<file path="src/rtl/sdram_req_arbiter.sv">
// Two-requester scheduler (Oric CPU, FDC image buffer) for a toggle-handshake SDRAM port.
// Optional macro SDRAM_ARB_FAIR_EN forces an FDC grant after FAIR_LIMIT CPU grants.
module sdram_req_arbiter #(
  parameter int                 SD_AW      = 24,
  parameter int                 FDC_AW     = 20,
  parameter logic [SD_AW-1:0]   CPU_BASE   = 24'h000000,
  parameter logic [SD_AW-1:0]   FDC_BASE   = 24'h100000,
  parameter int                 FAIR_LIMIT = 4
) (
  input  logic              clk,
  input  logic              reset,
  input  logic              cpu_cs,
  input  logic              cpu_oe,
  input  logic              cpu_we,
  input  logic [15:0]       cpu_a,
  input  logic [7:0]        cpu_d,
  output logic [7:0]        cpu_q,
  output logic              cpu_busy,
  input  logic              fdc_req,
  input  logic              fdc_we,
  input  logic [FDC_AW-1:0] fdc_a,
  input  logic [7:0]        fdc_d,
  output logic [7:0]        fdc_q,
  output logic              fdc_ack,
  output logic              fdc_busy,
  output logic              sd_req,
  input  logic              sd_ack,
  output logic [SD_AW-1:0]  sd_a,
  output logic [1:0]        sd_ds,
  output logic              sd_we,
  output logic [15:0]       sd_d,
  input  logic [15:0]       sd_q
);

  if (FDC_AW > SD_AW || SD_AW < 16) begin : g_bad_width
    $error("sdram_req_arbiter: address widths out of range");
  end
  if (FAIR_LIMIT < 1 || FAIR_LIMIT > 7) begin : g_bad_fair
    $error("sdram_req_arbiter: FAIR_LIMIT must fit the 3-bit grant counter");
  end

  typedef enum logic [1:0] {IDLE, CPU_WAIT, FDC_WAIT} state_t;

  state_t state, state_n;
  logic   grant_cpu, grant_fdc, done;
  logic   fair_force;

  logic        cpu_pend, fdc_pend;
  logic [15:0] cpu_a_r;
  logic [7:0]  cpu_d_r;
  logic        cpu_we_r;
  logic [FDC_AW-1:0] fdc_a_r;
  logic [7:0]  fdc_d_r;
  logic        fdc_we_r;
  logic        hi_sel;

  logic        rd, wr, prev_rd, prev_wr;
  logic [15:0] prev_a;
  logic        cpu_detect;
  logic [7:0]  rd_byte;

  assign rd = cpu_cs & cpu_oe;
  assign wr = cpu_cs & cpu_we;
  assign cpu_detect = (rd & ~prev_rd) | (wr & ~prev_wr) | (rd & prev_rd & (cpu_a != prev_a));

  assign cpu_busy = cpu_pend | (state == CPU_WAIT);
  assign fdc_busy = fdc_pend | (state == FDC_WAIT);
  assign rd_byte  = hi_sel ? sd_q[15:8] : sd_q[7:0];

  function automatic logic [1:0] lane_ds(input logic we, input logic a0);
    if (!we)    return 2'b11;
    else if (a0) return 2'b10;
    else        return 2'b01;
  endfunction

`ifdef SDRAM_ARB_FAIR_EN
  logic [2:0] fair_cnt;

  assign fair_force = (fair_cnt >= 3'(FAIR_LIMIT));

  always_ff @(posedge clk) begin
    if (reset) begin
      fair_cnt <= '0;
    end else if (grant_fdc) begin
      fair_cnt <= '0;
    end else if (grant_cpu && fdc_pend && fair_cnt != 3'd7) begin
      fair_cnt <= fair_cnt + 3'd1;
    end
  end
`else
  assign fair_force = 1'b0;
`endif

  always_ff @(posedge clk) begin
    if (reset) state <= IDLE;
    else       state <= state_n;
  end

  // NOTE: every output of this block gets a default first so no latch is inferred.
  always_comb begin
    state_n   = state;
    grant_cpu = 1'b0;
    grant_fdc = 1'b0;
    done      = 1'b0;
    case (state)
      IDLE: begin
        if (fdc_pend && (!cpu_pend || fair_force)) begin
          grant_fdc = 1'b1;
          state_n   = FDC_WAIT;
        end else if (cpu_pend) begin
          grant_cpu = 1'b1;
          state_n   = CPU_WAIT;
        end
      end
      CPU_WAIT, FDC_WAIT: begin
        if (sd_ack == sd_req) begin
          done    = 1'b1;
          state_n = IDLE;
        end
      end
      default: state_n = IDLE;
    endcase
  end

  // NOTE: all state here uses non-blocking assignments so every reader sees pre-edge values.
  always_ff @(posedge clk) begin
    if (reset) begin
      // Preloading the strobe history with the live inputs keeps reset release from looking like an edge.
      prev_rd  <= rd;
      prev_wr  <= wr;
      prev_a   <= cpu_a;
      cpu_pend <= 1'b0;
      fdc_pend <= 1'b0;
      cpu_a_r  <= '0;
      cpu_d_r  <= '0;
      cpu_we_r <= 1'b0;
      fdc_a_r  <= '0;
      fdc_d_r  <= '0;
      fdc_we_r <= 1'b0;
      hi_sel   <= 1'b0;
      cpu_q    <= '0;
      fdc_q    <= '0;
      fdc_ack  <= 1'b0;
      sd_req   <= 1'b0;
      sd_a     <= '0;
      sd_ds    <= '0;
      sd_we    <= 1'b0;
      sd_d     <= '0;
    end else begin
      prev_rd <= rd;
      prev_wr <= wr;
      prev_a  <= cpu_a;
      fdc_ack <= 1'b0;

      // A detect in the grant cycle wins over the clear, so it stays queued.
      if (grant_cpu) cpu_pend <= 1'b0;
      if (cpu_detect) begin
        cpu_pend <= 1'b1;
        cpu_a_r  <= cpu_a;
        cpu_d_r  <= cpu_d;
        cpu_we_r <= wr;
      end

      if (grant_fdc) fdc_pend <= 1'b0;
      if (fdc_req && !fdc_busy) begin
        fdc_pend <= 1'b1;
        fdc_a_r  <= fdc_a;
        fdc_d_r  <= fdc_d;
        fdc_we_r <= fdc_we;
      end

      if (grant_cpu) begin
        sd_req <= ~sd_req;
        sd_a   <= CPU_BASE + SD_AW'(cpu_a_r[15:1]);
        sd_ds  <= lane_ds(cpu_we_r, cpu_a_r[0]);
        sd_we  <= cpu_we_r;
        sd_d   <= {cpu_d_r, cpu_d_r};
        hi_sel <= cpu_a_r[0];
      end else if (grant_fdc) begin
        sd_req <= ~sd_req;
        sd_a   <= FDC_BASE + SD_AW'(fdc_a_r[FDC_AW-1:1]);
        sd_ds  <= lane_ds(fdc_we_r, fdc_a_r[0]);
        sd_we  <= fdc_we_r;
        sd_d   <= {fdc_d_r, fdc_d_r};
        hi_sel <= fdc_a_r[0];
      end

      if (done) begin
        if (state == CPU_WAIT) begin
          if (!sd_we) cpu_q <= rd_byte;
        end else begin
          if (!sd_we) fdc_q <= rd_byte;
          fdc_ack <= 1'b1;
        end
      end
    end
  end

endmodule

</file>
<file path="config.mk">
export PLATFORM = sky130hd
export DESIGN_NAME = sdram_req_arbiter
export DESIGN_NICKNAME = d
export VERILOG_FILES = /design/src/rtl/sdram_req_arbiter.sv
export SDC_FILE = /design/constraint.sdc
export NUM_CORES = 1
export LEC_CHECK = 0
export CAP_MARGIN = 10
export CORE_MARGIN = 4
export CORE_UTILIZATION = 53
export DETAILED_ROUTE_END_ITERATION = 16
export PLACE_DENSITY = 0.95
export SLEW_MARGIN = 20
export SYNTH_ARGS = -nofsm -noshare
export SYNTH_HDL_FRONTEND = slang
export SYNTH_SLANG_ARGS = --single-unit
</file>
<file path="constraint.sdc">
create_clock -name clk -period 5 [get_ports clk]
set_input_delay 0.5 -clock clk [delete_from_list [all_inputs] [get_ports clk]]
set_output_delay 0.5 -clock clk [all_outputs]
set_load 0.03 [all_outputs]
</file>
Word-level counts from Yosys, hierarchy flattened
Cells that the tools add are included.
{"block": "classes", "bitwise": 16, "n_addsub": 1, "reduce_logical": 14, "eq_ne": 6, "mux": 33}
{"operator": "two-way mux 16 bit", "count": 2}
{"operator": "two-way mux 15 bit", "count": 2}
{"operator": "adder 21 x 19 -> 22 bit, first input constant", "count": 1}
{"operator": "two-way mux 1 bit", "count": 18}
{"operator": "two-way mux 2 bit", "count": 9}
{"operator": "!= test 16 bit", "count": 1}
{"operator": "two-way mux 8 bit", "count": 1}
{"operator": "bitwise AND 1 bit", "count": 6}
{"operator": "NOT 1 bit", "count": 6}
{"operator": "AND reduction 3 bit", "count": 2}
{"operator": "nonzero test 2 bit", "count": 3}
{"operator": "OR reduction 2 bit", "count": 3}
{"operator": "OR 1 bit", "count": 4}
{"operator": "one-hot mux 2 bit (2 select lines)", "count": 1}
{"operator": "!= test 3 bit, second input constant", "count": 1}
{"operator": "equality test 2 x 1 -> 1 bit, second input constant", "count": 1}
{"operator": "equality test 2 bit, second input constant", "count": 1}
{"operator": "logical AND 1 bit", "count": 2}
{"operator": "logical NOT 1 bit", "count": 2}
{"operator": "logical NOT 2 bit", "count": 1}
{"operator": "!= test 2 bit, second input constant", "count": 1}
{"operator": "AND reduction 2 bit", "count": 1}
{"operator": "equality test 1 bit", "count": 1}
{"block": "word_totals", "word_cells": 92, "input_bits": 76, "out_inout_bits": 63, "reg_bits": 136}

Longest topological paths before layout
{"block": "depth", "ltp_word": 6, "mapped_depth": 9}

Worst setup path after synthesis
Ideal clock, no wire load.
{"block": "synth_path", "path_kind": "input-to-reg", "from": "in cpu_cs", "to": "reg cpu_a_r[0]", "path_buffers": 2, "setup_slack_ns": 2.970, "setup_ns": 0.122, "t_required_ns": 4.878, "t_arrival_ns": 1.908, "stages": 7, "cell_sequence": "and3b_1 -> or4_4 -> or2_1 -> buf_6 -> buf_8 -> a32oi_1 -> nand3_1"}
{"block": "synth_between", "elab_chain_cells": 4, "word_cells_on_any_way": 8, "classes_between": "bitwise: 8"}
{"element": "start, declared", "line": "12", "source": "input logic cpu_cs,"}
{"element": "bitwise AND 1 bit (on tied branches)", "line": "62, 63"}
{"element": "bitwise AND 1 bit", "line": "64", "source": "assign cpu_detect = (rd & ~prev_rd) | (wr & ~prev_wr) | (rd & prev_rd & (cpu_a != prev_a));"}
{"element": "OR 1 bit / bitwise AND 1 bit (equally long branches)", "line": "64"}
{"element": "OR 1 bit (*)", "line": "64"}
{"element": "end signal, assigned", "line": "159", "source": "cpu_a_r <= cpu_a;"}
{"element": "end, declared", "line": "49", "source": "logic [15:0] cpu_a_r;"}
Every way passes the cells marked *; elsewhere a longest branch is shown, timed or not.
A chain may end at the register's enable or synchronous reset.

Worst setup path after layout
{"block": "layout_path", "from": "reg state[1]", "to": "out cpu_busy"}
{"block": "layout_between", "elab_chain_cells": 2}
{"element": "start, declared", "line": "44", "source": "state_t state, state_n;"}
{"element": "start signal, assigned", "line": "96", "source": "else state <= state_n;"}
{"element": "equality test 2 x 1 -> 1 bit", "line": "66", "source": "assign cpu_busy = cpu_pend | (state == CPU_WAIT);"}
{"element": "OR 1 bit", "line": "66"}
{"element": "end, declared", "line": "18", "source": "output logic cpu_busy,"}
No other way between the ends.

==> summary.md <==
| Metric | Value |
|---|---|
| Critical path's slowest cell | clkdlybuf4s50_1 |
| Element type at the critical path end | primary output |
| Final Cycle Share | 52.6% |
| Synth Register Bits | 126 |
| Int Pwr | 0.00220 W |
| Reg-to-Reg End | sd_a[3] |
| # IOs | 139 |
| Combinational power share | 21.4% |
| Synth cell count leaders | dfxtp_1, nand2_1, nor2_1 |
| Final setup TNS | 0 ps |
| CP startpoint | state[1] |
| Fraction of layout cells with a size suffix above 1 | 6.59% |
| # diodes | 0 |
| Instance count on the critical path | 4 |
| Relative slew slack | 27.6% |
| Netlist cell types | 42 |
| Core area | 9860 µm² |
| Sequential-to-total area share from yosys stat | 46.5% |
| Area Growth Syn to Fin | 34.5% |
| P per Cell Area | 428 nW/µm² |
| Fin. Hold Viols | 0 |
| RSZ-0062 raised after global routing | false |
| HP Class | reg2reg |
| R2R Setup Slk | 2490 ps |
| Clock Power Share | 40.3% |
| CTS Buf Count | 17 |
| GRT Total Usage | 26.0% |
| Post-synth top area share | 46.5% |
| Register-to-Register Path Depth | 6 |
| Count leader, synth | dfxtp_1 |
| Tmin final | 2630 ps |
| YS warnings | 0 |
| Worst Path Max Fanout | 4 |
| Vias in the first global route | 5183 |
| Seq pwr share | 38.2% |
| CTS Hold Buffers Added | 0 |
| Top_reg_cell synth | dfxtp_1 |
| Worst slew pin tran | 1090 ps |
| Die span in x | 109 µm |
| Via count | 5193 |
| WP buf/inv | 2 |
| CP cell instances | inv_1 > ha_1 > or2_2 > clkdlybuf4s50_1 |
| Clk buf depth | 2 |
| Routed WL | 15.4 mm |
| Initial Util | 55.0% |
| I/O Buffers | 134 |
| Root buf cell | clkbuf_8 |
| Cells after Synth | 637 |
| Syn avg cell area | 8.52 µm² |
| Clk_lat worst skew | 520 ps |
| Largest net degree at the start of global routing | 109 |
| Dpl hpwl | 9.89 mm |
| Peak per-stage delay on the critical path | 630 ps |
| Fmax | 381 MHz |
| Mapped cell area | 5430 µm² |
| Slew Limit Fails | 0 |
| Number of max-cap violations | 0 |
| Status | completed |
| Critical path destination | cpu_busy |
| Gr ovfl total | 0 |
| Post-synth EDFFs | 0 |
| Dominant cell type by area after synthesis | dfxtp_1 |
| Vias/cell | 5.93 |
| Layout Skew | 6.18 ps |
| Worst R2R Start | state[0] |
| Synth async-reset ratio | 0% |
| Filler cells | 652 |
| Clock transition at the registers of the reported paths | 60 ps |
| Initial antenna violation count | 0 |
| Top cells by area, synth | dfxtp_1, nand2_1, a32oi_1, nor2_1, a311oi_1 |
| CTS tree | built |
| Crit path DAT | 2130 ps |
| P_sw | 0.000930 W |
| WL per Instance | 17.6 µm |
| Worst IR Drop VDD | 0.264 mV |
| First-pass GRT wire length | 24.6 mm |
| Setup violations, final | 0 |
| CP startpoint kind | flop |
| Worst hold path depth | 2 |
| DR iter-0 viols | 412 |
| Die height | 109 µm |
| Die area | 11900 µm² |
| Delay-heaviest family, CP | buffers and inverters |
| Leakage | 2.63 nW |
| # resized after CTS | 0 |
| Setup bufs post-CTS | 0 |
| Drc violations | 0 |
| CP required | 4500 ps |
| Final Net Count | 809 |
| WS Path Type | reg2out |
| Rows | 36 |
| Post-route ant nets | 0 |
| Sink Count | 126 |
| Sw Share | 29.7% |
| CTS H-Tree Depth | 4 |
| Worst hold slack | 457 ps |
| DRT Pass-1 Iters | 5 |
| RD Place Congestion | 0.821 |
==> through the flow <==
step / power, W / setup WS [ps] / util, % / std cells / cell area (µm²)
3_5_place_dp: 0.00187 / 1810 / 67.4 / 843 / 6650
4_1_cts: 0.00312 / 2290 / 73.6 / 875 / 7260
2_1_floorplan: 0.00161 / 2970 / - / 640 / 5440
6_report: 0.00313 / 2370 / 74.0 / 876 / 7300
3_3_place_gp: 0.00184 / 1900 / 67.4 / 843 / 6650
5_1_grt: 0.00325 / 2310 / 74.0 / 876 / 7300
==> flip-flops by register name, indices dropped and copies added (netlist names), 16 cells and up <==
signal,cells
prev_a,16
cpu_a_r,16
fdc_a_r,20
sd_a,20
==> power groups by stage <==
stage | Combinational [W] | Sequential [W] | Clock [W]
after floorplan | 0.000329 | 0.00129 | 0
after global placement | 0.000632 | 0.00121 | 0
after detailed placement | 0.000653 | 0.00121 | 0
after CTS | 0.000662 | 0.00119 | 0.00127
after global routing | 0.000722 | 0.00121 | 0.00132
final | 0.000670 | 0.00120 | 0.00126
==> worst reg2reg max path: stages (launching register included) <==
cell,delay (ps)
dfxtp_1,330
inv_1,100
ha_1,370
inv_1,190
nor2_4,860
nor2_1,180
a311oi_1,370
==> placed cells by master, fill, tap and decap left out, drive strengths merged, types with 2 or more instances in the layout <==
cell           synthesis  routed
a32oi                 24      24
conb                   1       4
a21oi                 34      34
clkinv                 1      11
clkdlybuf4s50          0     133
or2                    3       3
dfxtp                126     126
nand3                 29      29
o21ai                  3       3
inv                    9       9
a31oi                  2       2
and2                   3       3
a211oi                19      19
a22oi                  2       2
a311oi                22      22
nand2b                27      27
nand2                109     109
nor3b                 26      26
nand4                 27      27
nor2                  53      53
xor2                   4       4
nor4                   3       3
mux2i                 13      13
xnor2                 14      14
buf                   30       4
bufinv                 0       4
nor3                   8       8
clkbuf                36      17
ha                     3       3
==> worst min path at each step <==
stage	end	startpoint	slack (ps)
6_report	fdc_a_r[4]	fdc_a_r[4]	460
5_1_grt	fdc_a_r[7]	fdc_a_r[7]	480
3_5_place_dp	fdc_d_r[6]	fdc_d_r[6]	450
3_3_place_gp	fdc_a_r[16]	fdc_a_r[16]	440
2_1_floorplan	fdc_a_r[16]	fdc_a_r[16]	440
4_1_cts	fdc_d_r[6]	fdc_d_r[6]	450
==> cells by family after synthesis <==
group	synth area share [%]
mux	2.40
flops	46.5
xor+xnor	2.91
simple gates	26.5
other cells	0.0691
compound gates	14.1
fa+ha+maj	0.692
buf+inv	6.85
==> layout make-up <==
| class | count | area [µm²] | share of cell area (%) |
|---|---|---|---|
| Clock inverter | 15 | 196 | 2.69 |
| Timing Repair Buffer | 137 | 1380 | 18.9 |
| Tap cell | 133 | 166 | 2.28 |
| Multi-Input combinational cell | 438 | 2580 | 35.4 |
| Clock buffer | 17 | 414 | 5.67 |
| Inverter | 10 | 37.5 | 0.514 |
| Sequential cell | 126 | 2520 | 34.6 |
==> layer usage <==
layer  track usage (%)  share of wire [%]  vias up
met3              6.16                7.2       56
met1              29.2                 37     2457
met4              13.1                3.7        0
li1                  -                  -     2416
met2              45.9                 52      264
met5                 0                  0        -
(Power assumes the default switching activity.)
